--- src/rtl/orgate_operand_loader.sv ---
// Operand loader for the 3-bit OR gate datapath.
// Debounced button steps A/B capture from one switch bank.
module orgate_operand_loader #(
  parameter int WIDTH           = 3,
  parameter int DEBOUNCE_CYCLES = 1000000
) (
  input  logic             clk,
  input  logic             rst,
  input  logic             btn,
  input  logic [WIDTH-1:0] sw,
  output logic [WIDTH-1:0] a,
  output logic [WIDTH-1:0] b,
  output logic             valid,
  output logic [1:0]       state
);

  localparam int CW = $clog2(DEBOUNCE_CYCLES);
  localparam logic [CW-1:0] CNT_MAX =
    CW'(DEBOUNCE_CYCLES - 1);

  typedef enum logic [1:0] {
    LOAD_A = 2'b00,
    LOAD_B = 2'b01,
    SHOW   = 2'b10,
    BAD    = 2'b11
  } state_t;

  logic             btn_m_q, btn_s_q;
  logic [WIDTH-1:0] sw_m_q, sw_s_q;
  logic             stable_q, stable_d;
  logic             stable_dly_q;
  logic [CW-1:0]    cnt_q, cnt_d;
  logic [WIDTH-1:0] a_q, a_d;
  logic [WIDTH-1:0] b_q, b_d;
  logic             valid_q, valid_d;
  state_t           state_q, state_d;
  logic             press;

  // Accept a new button level only after it holds for the full window
  always_comb begin
    stable_d = stable_q;
    cnt_d    = cnt_q;
    if (btn_s_q == stable_q) begin
      cnt_d = '0;
    end else if (cnt_q == CNT_MAX) begin
      stable_d = btn_s_q;
      cnt_d    = '0;
    end else begin
      cnt_d = cnt_q + CW'(1);
    end
  end

  assign press = stable_q & ~stable_dly_q;

  // Capture sequence: A, then B, then a show phase that clears valid
  always_comb begin
    a_d     = a_q;
    b_d     = b_q;
    valid_d = valid_q;
    state_d = state_q;
    unique case (state_q)
      LOAD_A: begin
        if (press) begin
          a_d     = sw_s_q;
          state_d = LOAD_B;
        end
      end
      LOAD_B: begin
        if (press) begin
          b_d     = sw_s_q;
          valid_d = 1'b1;
          state_d = SHOW;
        end
      end
      SHOW: begin
        if (press) begin
          valid_d = 1'b0;
          state_d = LOAD_A;
        end
      end
      default: begin
        valid_d = 1'b0;
        state_d = LOAD_A;
      end
    endcase
  end

  // All state, including synchronizers, clears on reset
  always_ff @(posedge clk) begin
    if (rst) begin
      btn_m_q      <= 1'b0;
      btn_s_q      <= 1'b0;
      sw_m_q       <= '0;
      sw_s_q       <= '0;
      stable_q     <= 1'b0;
      stable_dly_q <= 1'b0;
      cnt_q        <= '0;
      a_q          <= '0;
      b_q          <= '0;
      valid_q      <= 1'b0;
      state_q      <= LOAD_A;
    end else begin
      btn_m_q      <= btn;
      btn_s_q      <= btn_m_q;
      sw_m_q       <= sw;
      sw_s_q       <= sw_m_q;
      stable_q     <= stable_d;
      stable_dly_q <= stable_q;
      cnt_q        <= cnt_d;
      a_q          <= a_d;
      b_q          <= b_d;
      valid_q      <= valid_d;
      state_q      <= state_d;
    end
  end

  assign a     = a_q;
  assign b     = b_q;
  assign valid = valid_q;
  assign state = state_q;

endmodule

--- config.mk ---
export PLATFORM = sky130hd
export DESIGN_NAME = orgate_operand_loader
export DESIGN_NICKNAME = d
export VERILOG_FILES = /design/src/rtl/orgate_operand_loader.sv
export SDC_FILE = /design/constraint.sdc
export NUM_CORES = 1
export LEC_CHECK = 0
export ABC_CLOCK_PERIOD_IN_PS = 2000
export BUFFER_PORTS_ARGS = -buffer_cell sky130_fd_sc_hd__clkbuf_2
export CORE_MARGIN = 2
export CORE_UTILIZATION = 50
export CTS_CLUSTER_DIAMETER = 120
export CTS_CLUSTER_SIZE = 8
export DETAILED_ROUTE_END_ITERATION = 12
export PLACE_DENSITY = 0.7
export SETUP_SLACK_MARGIN = 0.3
export SYNTH_ARGS = -nofsm -noshare
export SYNTH_HDL_FRONTEND = slang
export SYNTH_SLANG_ARGS = --single-unit
--- constraint.sdc ---
create_clock -name clk -period 2 [get_ports clk]
set_input_delay 0.6 -clock clk [delete_from_list [all_inputs] [get_ports clk]]
set_output_delay 0.6 -clock clk [all_outputs]
set_load 0.05 [all_outputs]
# Yosys cells after proc, flatten, opt, wreduce, memory -nomap -nowiden
# Index checks and enable logic that the tools add are counted.
# totals
n_memories,0
in_bits,6
regBits,39
romBits,0
wordCells,37
latch_bits,0
ram_bits,0
# op_classes
multipliers,0
bitwise_logic,4
div,0
mux,7
n_lt_le_gt_ge,0
n_shift,0
n_addsub,1
n_reduce_logical,7
eq_ne,7
# ops
operator,n
adder 20 x 1 -> 20 bit (second input constant),1
equality test 20 bit (second input constant),1
two-way mux 2 bit,3
inequality test 2 bit (second input constant),3
case mux 2 bit (3 select lines),1
AND reduction 2 bit,3
AND reduction 3 bit,2
NOT 1 bit,3
case mux 1 bit (3 select lines),1
OR reduction 3 bit,1
equality test 2 x 1 -> 1 bit (second input constant),1
equality test 2 bit (second input constant),1
zero test 2 bit,1
two-way mux 1 bit,2
bitwise AND 1 bit,1
equality test 1 bit,1

# Depth between registers and ports, before layout
# Gate-level depths: netlist (run 1).
# logic_depth
depth_word,4
mapped_depth,6
ltp_nobuf,5

# Worst setup path after synthesis (run 1)
# No wires, ideal clock.
# synth_timing
path_kind,register -> register
start,register state_q[0] (netlist: state[0])
end,register b_q[0] (netlist: b[0])
slack_ns,0.301
stages_incl_launch_ff,5
path_buffers,0
setup_ns,0.128
arrival_ns,1.572
path_cell_list,dfxtp_1 inv_1 nor3_1 mux2i_1 nor2_1
# synth_via
elab_chain_len,2
# synth_lines
element,line_no,rtl
from (decl),36,"state_t state_q, state_d;"
from (signal assigned),113,state_q <= state_d;
equality test 2 x 1 -> 1 bit,61,unique case (state_q)
AND reduction 2 bit (no line),n/a,
to (signal assigned),99,b_q <= '0;
to (signal assigned),111,b_q <= b_d;
to (decl),34,"logic [WIDTH-1:0] b_q, b_d;"
# No other way between the ends.
# A chain may end at the register's enable or synchronous reset.

# Final worst setup path (run 1)
# layout_timing
start,register state_q[1] (netlist: state[1])
end,output state[1]
# layout_lines
element,line_no,rtl
to (decl),14,output logic [1:0] state
# No word-level cell between the ends.

==> summary.md, run 1 <==
| Metric | Value |
|---|---|
| Final standard cell utilization of the core | 58.9% |
| Grt total ovfl | 0 |
| Maximum number of pins on one net before global-route repair | 21 |
| Detailed-route vias per instance | 5.28 |
| Arr. time, crit path | 1.05 ns |
| Endpoints failing hold | 0 |
| CP Class | reg -> out |
| CP Capture Type | output port |
| Startpoint of the most critical hold path | btn_m_q$_SDFF_PP0_ |
| Count of routing violations after the opening detailed-route iteration | 28 |
| Clock latency reported for the late side of the worst-skew pair | 0.35 ns |
| Pwr Total | 1330 uW |
| Commonest cells after routing, fill and taps aside | dfxtp_1, nor2_1, xnor2_1 |
| Number of nets in the synthesized netlist | 171 |
| Final weighted congestion in routability-driven placement | 0.806 |
| Cells traversed along the worst timing path | clkbuf_4 |
| HP Class | reg -> reg |
| First-pass DRT Iterations | 5 |
| Time the worst path needs with I/O delays and setup | 1.65 ns |
| Post-synth ARST share | 0% |
| TritonCTS clock tree | done |
| Seq. cell area | 791 um^2 |
| Layout Area Growth over Synthesis | 14.7% |
| Count of hold-fix buffers inserted at cts | 0 |
| Netlist area before placement | 1540 um^2 |
| Worst-path clk slew | 0.11 ns |
| Biggest cell delay along the critical path | 0.43 ns |
| Transition at the pin with the smallest max-transition slack | 0.624 ns |
| Post-Place Cells | 210 |
| Startpoint Class | flip-flop |
| Outcome | complete, no violations |
| Startpoint of the worst-slack reg-to-reg timing path | cnt_q[4]$_SDFF_PP0_ |
| Total power divided by cell area | 753 nW/um^2 |
| Unrepaired setup endpoints after global routing | true |
| Area used by multi-input combinational logic | 743 um^2 |
| Count of max-cap constraint violations | 0 |
| Number of max-slew violations in the final report | 0 |
| Final routed DRC violation total | 0 |
| Overall via count from detail_route | 1145 |
| # fillers | 263 |
| Total half-perimeter wirelength after legalization and detailed placement | 1830 um |
| Total negative slack for setup checks | 0 ns |
| Antenna violations before repair | 0 |
| First-pass GRT wire length | 4460 um |
| Leak | 0.000574 uW |
| Die footprint | 3540 um^2 |
| Final nets | 191 |
| R2R depth | 4 |
| Number of synthesized flops with an enable pin | 0 |
| Worst hold path depth | 1 |
| Data required, critical path | 1.40 ns |
| Maximum clock rate | 607 MHz |
| Number of clock sinks | 39 |
| Maximum fanout along the worst path | 6 |
| Skew final | 0.00971 ns |
| Post-Place Cell Area | 1660 um^2 |
| H-tree depth | 2 |
| Final setup violating endpoints | 0 |
| Filler-free cell count of the finished design | 217 |
| Worst slew margin | 58.1% |
| Slowest stage cell, crit path | dfxtp_1 |
| Maximum clock insertion buffer count | 2 |
| Height of the die | 59.5 um |
| Primary flip-flop cell chosen by synthesis mapping | dfxtp_1 |
| CP delay by family, top | flip-flops |
| Die outline width | 59.5 um |
| Post-route ant nets | 0 |
| Overall routed net length | 2580 um |
| Unique masters post-synth | 31 |
| Core box area | 3000 um^2 |
| Number of global-route vias before repair | 1019 |
| Syn_area_per_cell | 9.40 um^2 |
| Fraction of layout instances using a drive strength above 1 | 20.7% |
| Count of input and output buffers | 14 |
| Routed length per instance | 11.9 um |
| Capture endpoint of the worst hold path | btn_s_q$_SDFF_PP0_ |
| Number of warnings reported in the yosys synthesis log | 0 |
| Total global-route track usage | 17.3% |
| Initial core utilization | 51.3% |
| Seq cells post-synth | 39 |
| Seq/Total Area, Yosys | 50.6% |
| Worst reg2reg path endpoint | cnt_q[18]$_SDFF_PP0_ |
| Root Driver | clkbuf_4 |
| Non-Filler Cell Area, Final | 1770 um^2 |
| Period utilization | 82.4% |
| I/O pin cnt | 15 |
| Number of buffers and inverters on the critical path | 1 |
| Maximum ir drop on the vdd rail | 0.000481 V |
| Antenna Cells | 0 |
| Number of rows in the core area | 20 |
| Most frequent standard cell in the layout excluding fill and tap cells | dfxtp_1 |
| Total CTS buffers | 5 |
| Slack of the worst reg-to-reg path | 0.36 ns |
| Synthesized instance count | 164 |
-- final cells by class --
type	instances	area share, %
sequential	39	44.7
clock inverter	2	2.12
multi-input combinational	115	42.0
tap	33	2.34
inverter	6	1.27
timing repair buffer	17	5.38
clock buffer	5	2.12
-- cells by family after synthesis --
group	synth area share, %
AOI/OAI and AO/OA	5.11
muxes	3.90
buffers and inverters	2.43
and+or+nand+nor	28.0
xor gates and xnor gates	9.09
DFF	50.6
adders and majority gates	0.812
-- routing by layer --
metal / part of all wire [%] / track usage (%) / routed length, um
met1: 49 / 22.4 / 1270
met2: 45 / 24.8 / 1150
met3: 3.9 / 7.21 / 100
met4: 2.3 / 8.57 / 60
met5: 0 / 0 / 0
-- sequential cells by signal, indices dropped and copies added, names as in the netlist --
signal	count
valid	1
sw_m_q	3
stable_q	1
a	3
state	2
btn_m_q	1
b	3
btn_s_q	1
stable_dly_q	1
cnt_q	20
sw_s_q	3
-- worst max path at each step --
| stage | slack (ns) | cells past startpoint | start | endpoint |
|---|---|---|---|---|
| after floorplan | 0.30 | 4 | state[0]$_SDFFE_PP0P_ | b[0]$_SDFFE_PP0P_ |
| after global placement | 0.26 | 5 | cnt_q[0]$_SDFF_PP0_ | cnt_q[18]$_SDFF_PP0_ |
| after detailed placement | 0.21 | 5 | cnt_q[0]$_SDFF_PP0_ | cnt_q[18]$_SDFF_PP0_ |
| after CTS | 0.30 | 1 | state[1]$_SDFFE_PP0P_ | state[1] |
| after global routing | 0.28 | 4 | cnt_q[6]$_SDFF_PP0_ | cnt_q[18]$_SDFF_PP0_ |
| final | 0.35 | 1 | state[1]$_SDFFE_PP0P_ | state[1] |
-- synthesized netlist by cell type, types with 3 or more instances --
cell type | number | area share [%]
nor2_1 | 24 | 5.8
nor3_1 | 9 | 2.9
inv_1 | 6 | 1.5
mux2i_1 | 6 | 3.9
a21oi_1 | 7 | 2.3
clkbuf_1 | 4 | 0.97
nor2b_1 | 10 | 4.1
nor4_1 | 3 | 1.2
dfxtp_1 | 39 | 51
nand2_1 | 6 | 1.5
xnor2_1 | 15 | 8.5
o21ai_0 | 4 | 1.3
nand3_1 | 8 | 2.6
-- where the power goes --
part	switching [uW]	internal, uW
Combinational	20.6	13.7
Clock	250	256
Sequential	5.15	785
Total	276	1060
-- repair_timing --
| item | in CTS | in global routing |
|---|---|---|
| setup endpoints to repair | 2 | 5 |
| resized for setup | 6 | 7 |
| buffers inserted | 0 | 0 |
| pin swaps | 0 | 1 |
-- metrics by stage --
step	setup WS [ns]	hold slack (ns)
after detailed placement	0.207	0.422
after floorplan	0.301	0.414
final	0.353	0.447
after CTS	0.300	0.437
after global routing	0.278	0.433
after global placement	0.263	0.427
(Power assumes the default switching activity.)
==> run 2: changes to the inputs <==
--- a/config.mk
+++ b/config.mk
@@ -5,7 +5,7 @@
 export SDC_FILE = /design/constraint.sdc
 export NUM_CORES = 1
 export LEC_CHECK = 0
-export ABC_CLOCK_PERIOD_IN_PS = 2000
+export ABC_CLOCK_PERIOD_IN_PS = 1650
 export BUFFER_PORTS_ARGS = -buffer_cell sky130_fd_sc_hd__clkbuf_2
 export CORE_MARGIN = 2
 export CORE_UTILIZATION = 50
==> constraint.sdc (replaced) <==
create_clock -name clk -period 1.65 [get_ports clk]
set_input_delay 0.495 -clock clk [delete_from_list [all_inputs] [get_ports clk]]
set_output_delay 0.495 -clock clk [all_outputs]
set_load 0.05 [all_outputs]
==> summary.md, run 2 (synthesis gave the netlist of run 1 again) <==
| Metric | Value |
|---|---|
| Filler-free cell count of the finished design | 237 (+9.2%) |
| Total global-route track usage | 20.9% (+3.6 points) |
| Layout Area Growth over Synthesis | 38.6% |
| Post-Place Cell Area | 1770 um^2 (+6.6%) |
| Min Hold Slack | 0.344 ns (-0.103 ns) |
| Initial core utilization | 51.3% (unchanged) |
| Unrepaired setup endpoints after global routing | true |
| R2R depth | 5 (+1) |
| Period utilization | 96.7% |
| Count of input and output buffers | 14 (unchanged) |
| Grt total ovfl | 0 (unchanged) |
| Final routed DRC violation total | 0 (unchanged) |
| Number of max-slew violations in the final report | 0 (unchanged) |
| Arr. time, crit path | 1.89 ns (+0.84 ns) |
| Total power divided by cell area | 820 nW/um^2 (+8.9%) |
| Outcome | complete, no violations |
| Overall via count from detail_route | 1261 (+10%) |
| Commonest cells after routing, fill and taps aside | nor2_1, dfxtp_1, buf_4 |
| Root Driver | clkbuf_4 |
| CP Capture Type | flip-flop |
| Data required, critical path | 1.94 ns (+0.54 ns) |
| Post-route ant nets | 0 (unchanged) |
| Most frequent standard cell in the layout excluding fill and tap cells | nor2_1 |
| Number of global-route vias before repair | 1186 (+16%) |
| First-pass GRT wire length | 5330 um (+19%) |
| Pwr Total | 1750 uW (+32%) |
| Antenna violations before repair | 0 (unchanged) |
| Flip-flop count of the largest register after layout | 20 (unchanged) |
| Total half-perimeter wirelength after legalization and detailed placement | 2000 um (+9.3%) |
| Transition at the pin with the smallest max-transition slack | 0.416 ns (-0.208 ns) |
| Final setup violating endpoints | 0 (unchanged) |
| Count of hold-fix buffers inserted at cts | 0 (unchanged) |
| Worst-path clk slew | 0.12 ns (about the same) |
| Routed length per instance | 13.5 um (+13%) |
| Detailed-route vias per instance | 5.32 (+0.84%) |
| Leak | 0.000734 uW (+28%) |
| Clock latency reported for the late side of the worst-skew pair | 0.36 ns (about the same) |
| Height of the die | 59.5 um (unchanged) |
| H-tree depth | 2 (unchanged) |
| Maximum clock insertion buffer count | 2 (unchanged) |
| Total CTS buffers | 5 (unchanged) |
| Maximum number of pins on one net before global-route repair | 21 (unchanged) |
| Overall routed net length | 3200 um (+24%) |
| Core box area | 3000 um^2 (unchanged) |
| CP Class | reg -> reg |
| Die outline width | 59.5 um (unchanged) |
| TritonCTS clock tree | done |
| Antenna Cells | 0 (unchanged) |
| Startpoint Class | flip-flop |
| Worst slew margin | 72.1% (+14 points) |
| Count of max-cap constraint violations | 0 (unchanged) |
| Count of routing violations after the opening detailed-route iteration | 40 (+43%) |
| Maximum fanout along the worst path | 3 (-3) |
| Maximum clock rate | 627 MHz |
| Number of clock sinks | 39 (unchanged) |
| First-pass DRT Iterations | 4 (-1) |
| Top reg by flops | cnt_q |
| Number of rows in the core area | 20 (unchanged) |
| Non-Filler Cell Area, Final | 2140 um^2 (+21%) |
| Fraction of layout instances using a drive strength above 1 | 38.7% (+18 points) |
| Final nets | 210 (+9.9%) |
| I/O pin cnt | 15 (unchanged) |
| Endpoints failing hold | 0 (unchanged) |
| Die footprint | 3540 um^2 (unchanged) |
| HP Class | in -> reg |
| Post-Place Cells | 216 (+2.9%) |
| Time the worst path needs with I/O delays and setup | 1.60 ns |
| Final weighted congestion in routability-driven placement | 0.765 (-5.0%) |
| Maximum ir drop on the vdd rail | 0.000652 V (+36%) |
| Skew final | 0.00444 ns (-0.00527 ns) |
| Worst hold path depth | 2 (+1) |
-- run 2: cell types whose count changed in the layout (fill, tap and decap cells not counted), moves of 2 or more --
cell	before	now
buf_4	3	18
dfxtp_1	33	19
dfxtp_2	5	17
buf_8	0	9
clkbuf_2	13	5
a21oi_1	7	5
a21oi_2	0	2
buf_6	0	2
clkbuf_16	0	2
dfxtp_4	1	3
nor3_1	9	7
nor3_4	0	2
-- run 2: area by class of cell --
type                            instances  area, um^2
Inverter                                6        26.3
Timing Repair Buffer                   36         363
Fill cell                             213         866
Multi-Input combinational cell        115         793
Clock buffer                            6        62.6
Sequential cell                        39         813
Tap cell                               33        41.3
Clock inverter                          2        37.5
-- run 2: routing by layer --
layer	part of all wire, %	GRT usage [%]	vias up
li1	-	-	637
met5	0	0	-
met2	49	32.2	26
met3	4.3	7.86	10
met1	44	25.5	588
met4	2.8	10.5	0
-- run 2: path summary, 6_finish.rpt --
check / slack, ns / from / end
worst max-delay path: 0.05 / cnt_q[1]$_SDFF_PP0_ / cnt_q[18]$_SDFF_PP0_
worst min-delay path: 0.34 / sw[2] / sw_m_q[2]$_SDFF_PP0_
worst max register to register: 0.05 / cnt_q[1]$_SDFF_PP0_ / cnt_q[18]$_SDFF_PP0_
worst min register to register: 0.45 / sw_m_q[0]$_SDFF_PP0_ / sw_s_q[0]$_SDFF_PP0_
-- run 2: timing repair --
item | CTS | global route
gates cloned | 1 | 1
resized for setup | 35 | 19
setup endpoints to repair | 29 | 35
pin swaps | 5 | 1
buffers inserted | 8 | 3
-- run 2: critical path: stages (launching register included) --
cell and delay [ns]:
dfxtp_2 0.37, ha_4 0.14, nand2_2 0.05, or3_4 0.34
or4_1 0.50, a21oi_1 0.13
-- run 2: per-stage QoR --
step	TNS [ns]	setup slack (ns)	util, %
floorplan	0	0.103	-
global placement	0	0.0880	59.0
detailed placement	0	0.0161	59.0
CTS	0	0.0513	68.8
global route	-0.00340	-0.00340	71.2
finish	0	0.0550	71.2
-- run 2: power breakdown --
group          internal [uW]  total (uW)  switching, uW
combinational           30.1        59.9           29.8
clock                    410         738            327
sequential               948         955           6.28
==> run 3: changes to the inputs <==
--- a/config.mk
+++ b/config.mk
@@ -5,7 +5,7 @@
 export SDC_FILE = /design/constraint.sdc
 export NUM_CORES = 1
 export LEC_CHECK = 0
-export ABC_CLOCK_PERIOD_IN_PS = 1650
+export ABC_CLOCK_PERIOD_IN_PS = 2000
 export BUFFER_PORTS_ARGS = -buffer_cell sky130_fd_sc_hd__clkbuf_2
 export CORE_MARGIN = 2
 export CORE_UTILIZATION = 50
@@ -13,6 +13,7 @@
 export CTS_CLUSTER_SIZE = 8
 export DETAILED_ROUTE_END_ITERATION = 12
 export PLACE_DENSITY = 0.7
+export REMOVE_ABC_BUFFERS = 1
 export SETUP_SLACK_MARGIN = 0.3
 export SYNTH_ARGS = -nofsm -noshare
 export SYNTH_HDL_FRONTEND = slang
==> constraint.sdc (replaced) <==
create_clock -name clk -period 2 [get_ports clk]
set_input_delay 0.6 -clock clk [delete_from_list [all_inputs] [get_ports clk]]
set_output_delay 0.6 -clock clk [all_outputs]
set_load 0.05 [all_outputs]
==> summary.md, run 3 (synthesis gave the netlist of run 1 again) <==
| Metric | Value |
|---|---|
| Outcome | complete, no violations |
| Metal-1 WL | 1260 um (-10%) |
| Met2 WL post-DR | 1450 um (-7.4%) |
| Total power divided by cell area | 801 nW/um^2 (-2.3%) |
| Core box area | 3000 um^2 (unchanged) |
| Met3 WL | 139 um (+2.2%) |
| Number of global-route vias before repair | 1130 (-4.7%) |
| Maximum clock insertion buffer count | 2 (unchanged) |
| Period utilization | 82.4% |
| Data required, critical path | 1.40 ns (-0.54 ns) |
| Flip-flop count of the largest register after layout | 20 (unchanged) |
| Critical path startpoint | state[1]$_SDFFE_PP0P_ |
| Number of max-slew violations in the final report | 0 (unchanged) |
| Root Driver | clkbuf_4 |
| Unrepaired setup endpoints after global routing | true |
| CP Class | reg -> out |
| Overall via count from detail_route | 1181 (-6.3%) |
| First-pass GRT wire length | 4820 um (-9.4%) |
| Maximum fanout along the worst path | 6 (+3) |
| Die footprint | 3540 um^2 (unchanged) |
| Fraction of layout instances using a drive strength above 1 | 24.3% (-14 points) |
| Transition at the pin with the smallest max-transition slack | 0.625 ns (+0.210 ns) |
| Overall routed net length | 2910 um (-8.9%) |
| Slowest stage cell, crit path | dfxtp_1 |
| Startpoint of the worst-slack reg-to-reg timing path | cnt_q[4]$_SDFF_PP0_ |
| Skew final | 0.00997 ns (+0.00553 ns) |
| Leak | 0.000612 uW (-17%) |
| Endpoints failing hold | 0 (unchanged) |
| Final weighted congestion in routability-driven placement | 0.820 (+7.2%) |
| End point of the critical path | state[1] |
| H-tree depth | 2 (unchanged) |
| CP delay by family, top | flip-flops |
| Time the worst path needs with I/O delays and setup | 1.65 ns |
| Highest Signal Layer | met4 |
| # fillers | 264 (+24%) |
| Cells traversed along the worst timing path | clkbuf_4 |
| CP Capture Type | output port |
| Antenna violations before repair | 0 (unchanged) |
| Count of hold-fix buffers inserted at cts | 0 (unchanged) |
| Total negative slack for setup checks | 0 ns (unchanged) |
| HP Class | reg -> reg |
| Grt total ovfl | 0 (unchanged) |
| Total half-perimeter wirelength after legalization and detailed placement | 1930 um (-3.4%) |
| Biggest cell delay along the critical path | 0.43 ns (-0.07 ns) |
| Height of the die | 59.5 um (unchanged) |
| Post-route ant nets | 0 (unchanged) |
| R2R depth | 4 (-1) |
| Die outline width | 59.5 um (unchanged) |
| Final nets | 195 (-7.1%) |
| Count of routing violations after the opening detailed-route iteration | 33 (-18%) |
| Total CTS buffers | 5 (unchanged) |
| Arr. time, crit path | 1.05 ns (-0.84 ns) |
| Total global-route track usage | 18.3% (-2.6 points) |
| Detailed-route vias per instance | 5.32 (about the same) |
| Final routed DRC violation total | 0 (unchanged) |
| Routed length per instance | 13.1 um (-2.8%) |
| Commonest cells after routing, fill and taps aside | dfxtp_1, nor2_1, xnor2_1 |
| Clock latency reported for the late side of the worst-skew pair | 0.35 ns (about the same) |
| Worst-path clk slew | 0.12 ns (about the same) |
| Number of rows in the core area | 20 (unchanged) |
| Worst reg2reg path endpoint | cnt_q[18]$_SDFF_PP0_ |
| Slack of the worst reg-to-reg path | 0.35 ns (+0.30 ns) |
| Logic depth of the worst setup path including buffers | 1 (-4) |
| Final standard cell utilization of the core | 61.1% (-10 points) |
| First-pass DRT Iterations | 4 (unchanged) |
| Final setup violating endpoints | 0 (unchanged) |
| Antenna Cells | 0 (unchanged) |
| Startpoint Class | flip-flop |
| Worst slew margin | 58.0% (-14 points) |
| Maximum ir drop on the vdd rail | 0.000465 V (-29%) |
| Layout Area Growth over Synthesis | 19.0% |
| Count of input and output buffers | 14 (unchanged) |
| Min Hold Slack | 0.446 ns (+0.102 ns) |
| Number of buffers and inverters on the critical path | 1 (+1) |
| Maximum number of pins on one net before global-route repair | 21 (unchanged) |
| Maximum clock rate | 607 MHz |
| Most frequent standard cell in the layout excluding fill and tap cells | dfxtp_1 |
| Initial core utilization | 51.3% (unchanged) |
| TritonCTS clock tree | done |
| Top reg by flops | cnt_q |
| Number of clock sinks | 39 (unchanged) |
| Count of max-cap constraint violations | 0 (unchanged) |
| I/O pin cnt | 15 (unchanged) |
run 3: cell types whose count changed in the layout (fill, tap and decap cells not counted), moves of 8 or more:
cell      delta
clkbuf_2     +8
dfxtp_2     -10
dfxtp_1     +11
buf_8        -9
buf_4       -11
run 3: layer usage:
layer  global-route usage, %  up-vias
met5                       0        -
met4                    9.21        0
met3                    4.80        7
met2                    31.6       31
met1                    20.7      531
li1                        -      612
run 3: per-stage QoR:
| step | setup WS, ns | std cells | total power, uW | instance area (um^2) |
|---|---|---|---|---|
| 2_1_floorplan | 0.290 | 160 | 826 | 1530 |
| 3_3_place_gp | 0.266 | 211 | 842 | 1670 |
| 3_5_place_dp | 0.200 | 211 | 843 | 1670 |
| 4_1_cts | 0.300 | 220 | 1490 | 1800 |
| 5_1_grt | 0.268 | 222 | 1530 | 1830 |
| 6_report | 0.352 | 222 | 1470 | 1830 |
run 3: what timing repair did:
item	4_1_cts	5_1_grt
setup endpoints to repair	3	4
pin swaps	0	1
buffers inserted	1	2
resized for setup	8	9
run 3: how the worst min path moves through the flow:
stage	startpoint	to	cells after the start
finish	sw_m_q[1]$_SDFF_PP0_	sw_s_q[1]$_SDFF_PP0_	1
global route	btn	btn_m_q$_SDFF_PP0_	2
CTS	sw[0]	sw_m_q[0]$_SDFF_PP0_	2
detailed placement	sw_m_q[1]$_SDFF_PP0_	sw_s_q[1]$_SDFF_PP0_	1
global placement	sw_m_q[2]$_SDFF_PP0_	sw_s_q[2]$_SDFF_PP0_	1
floorplan	btn_m_q$_SDFF_PP0_	btn_s_q$_SDFF_PP0_	1
run 3: worst reg2reg max path: stages (launching register included):
cell,delay [ns]
dfxtp_2,0.40
nand4_1,0.14
or3_4,0.42
or4_1,0.49
a21oi_1,0.15
run 3: final cells by class:
type | count | area [um^2] | area share [%]
inverters | 6 | 22.5 | 1.23
repair buffers | 21 | 125 | 6.82
clock buffers | 6 | 41.3 | 2.25
well taps | 33 | 41.3 | 2.25
clock inverters | 2 | 60.1 | 3.27
flip-flops and latches | 39 | 797 | 43.5
multi-input cells | 115 | 747 | 40.7
run 3: power breakdown:
| group | switching, uW | internal (uW) | total, uW |
|---|---|---|---|
| sequential | 4.31 | 784 | 788 |
| combinational | 22.0 | 15.1 | 37.1 |
| clock | 254 | 390 | 644 |
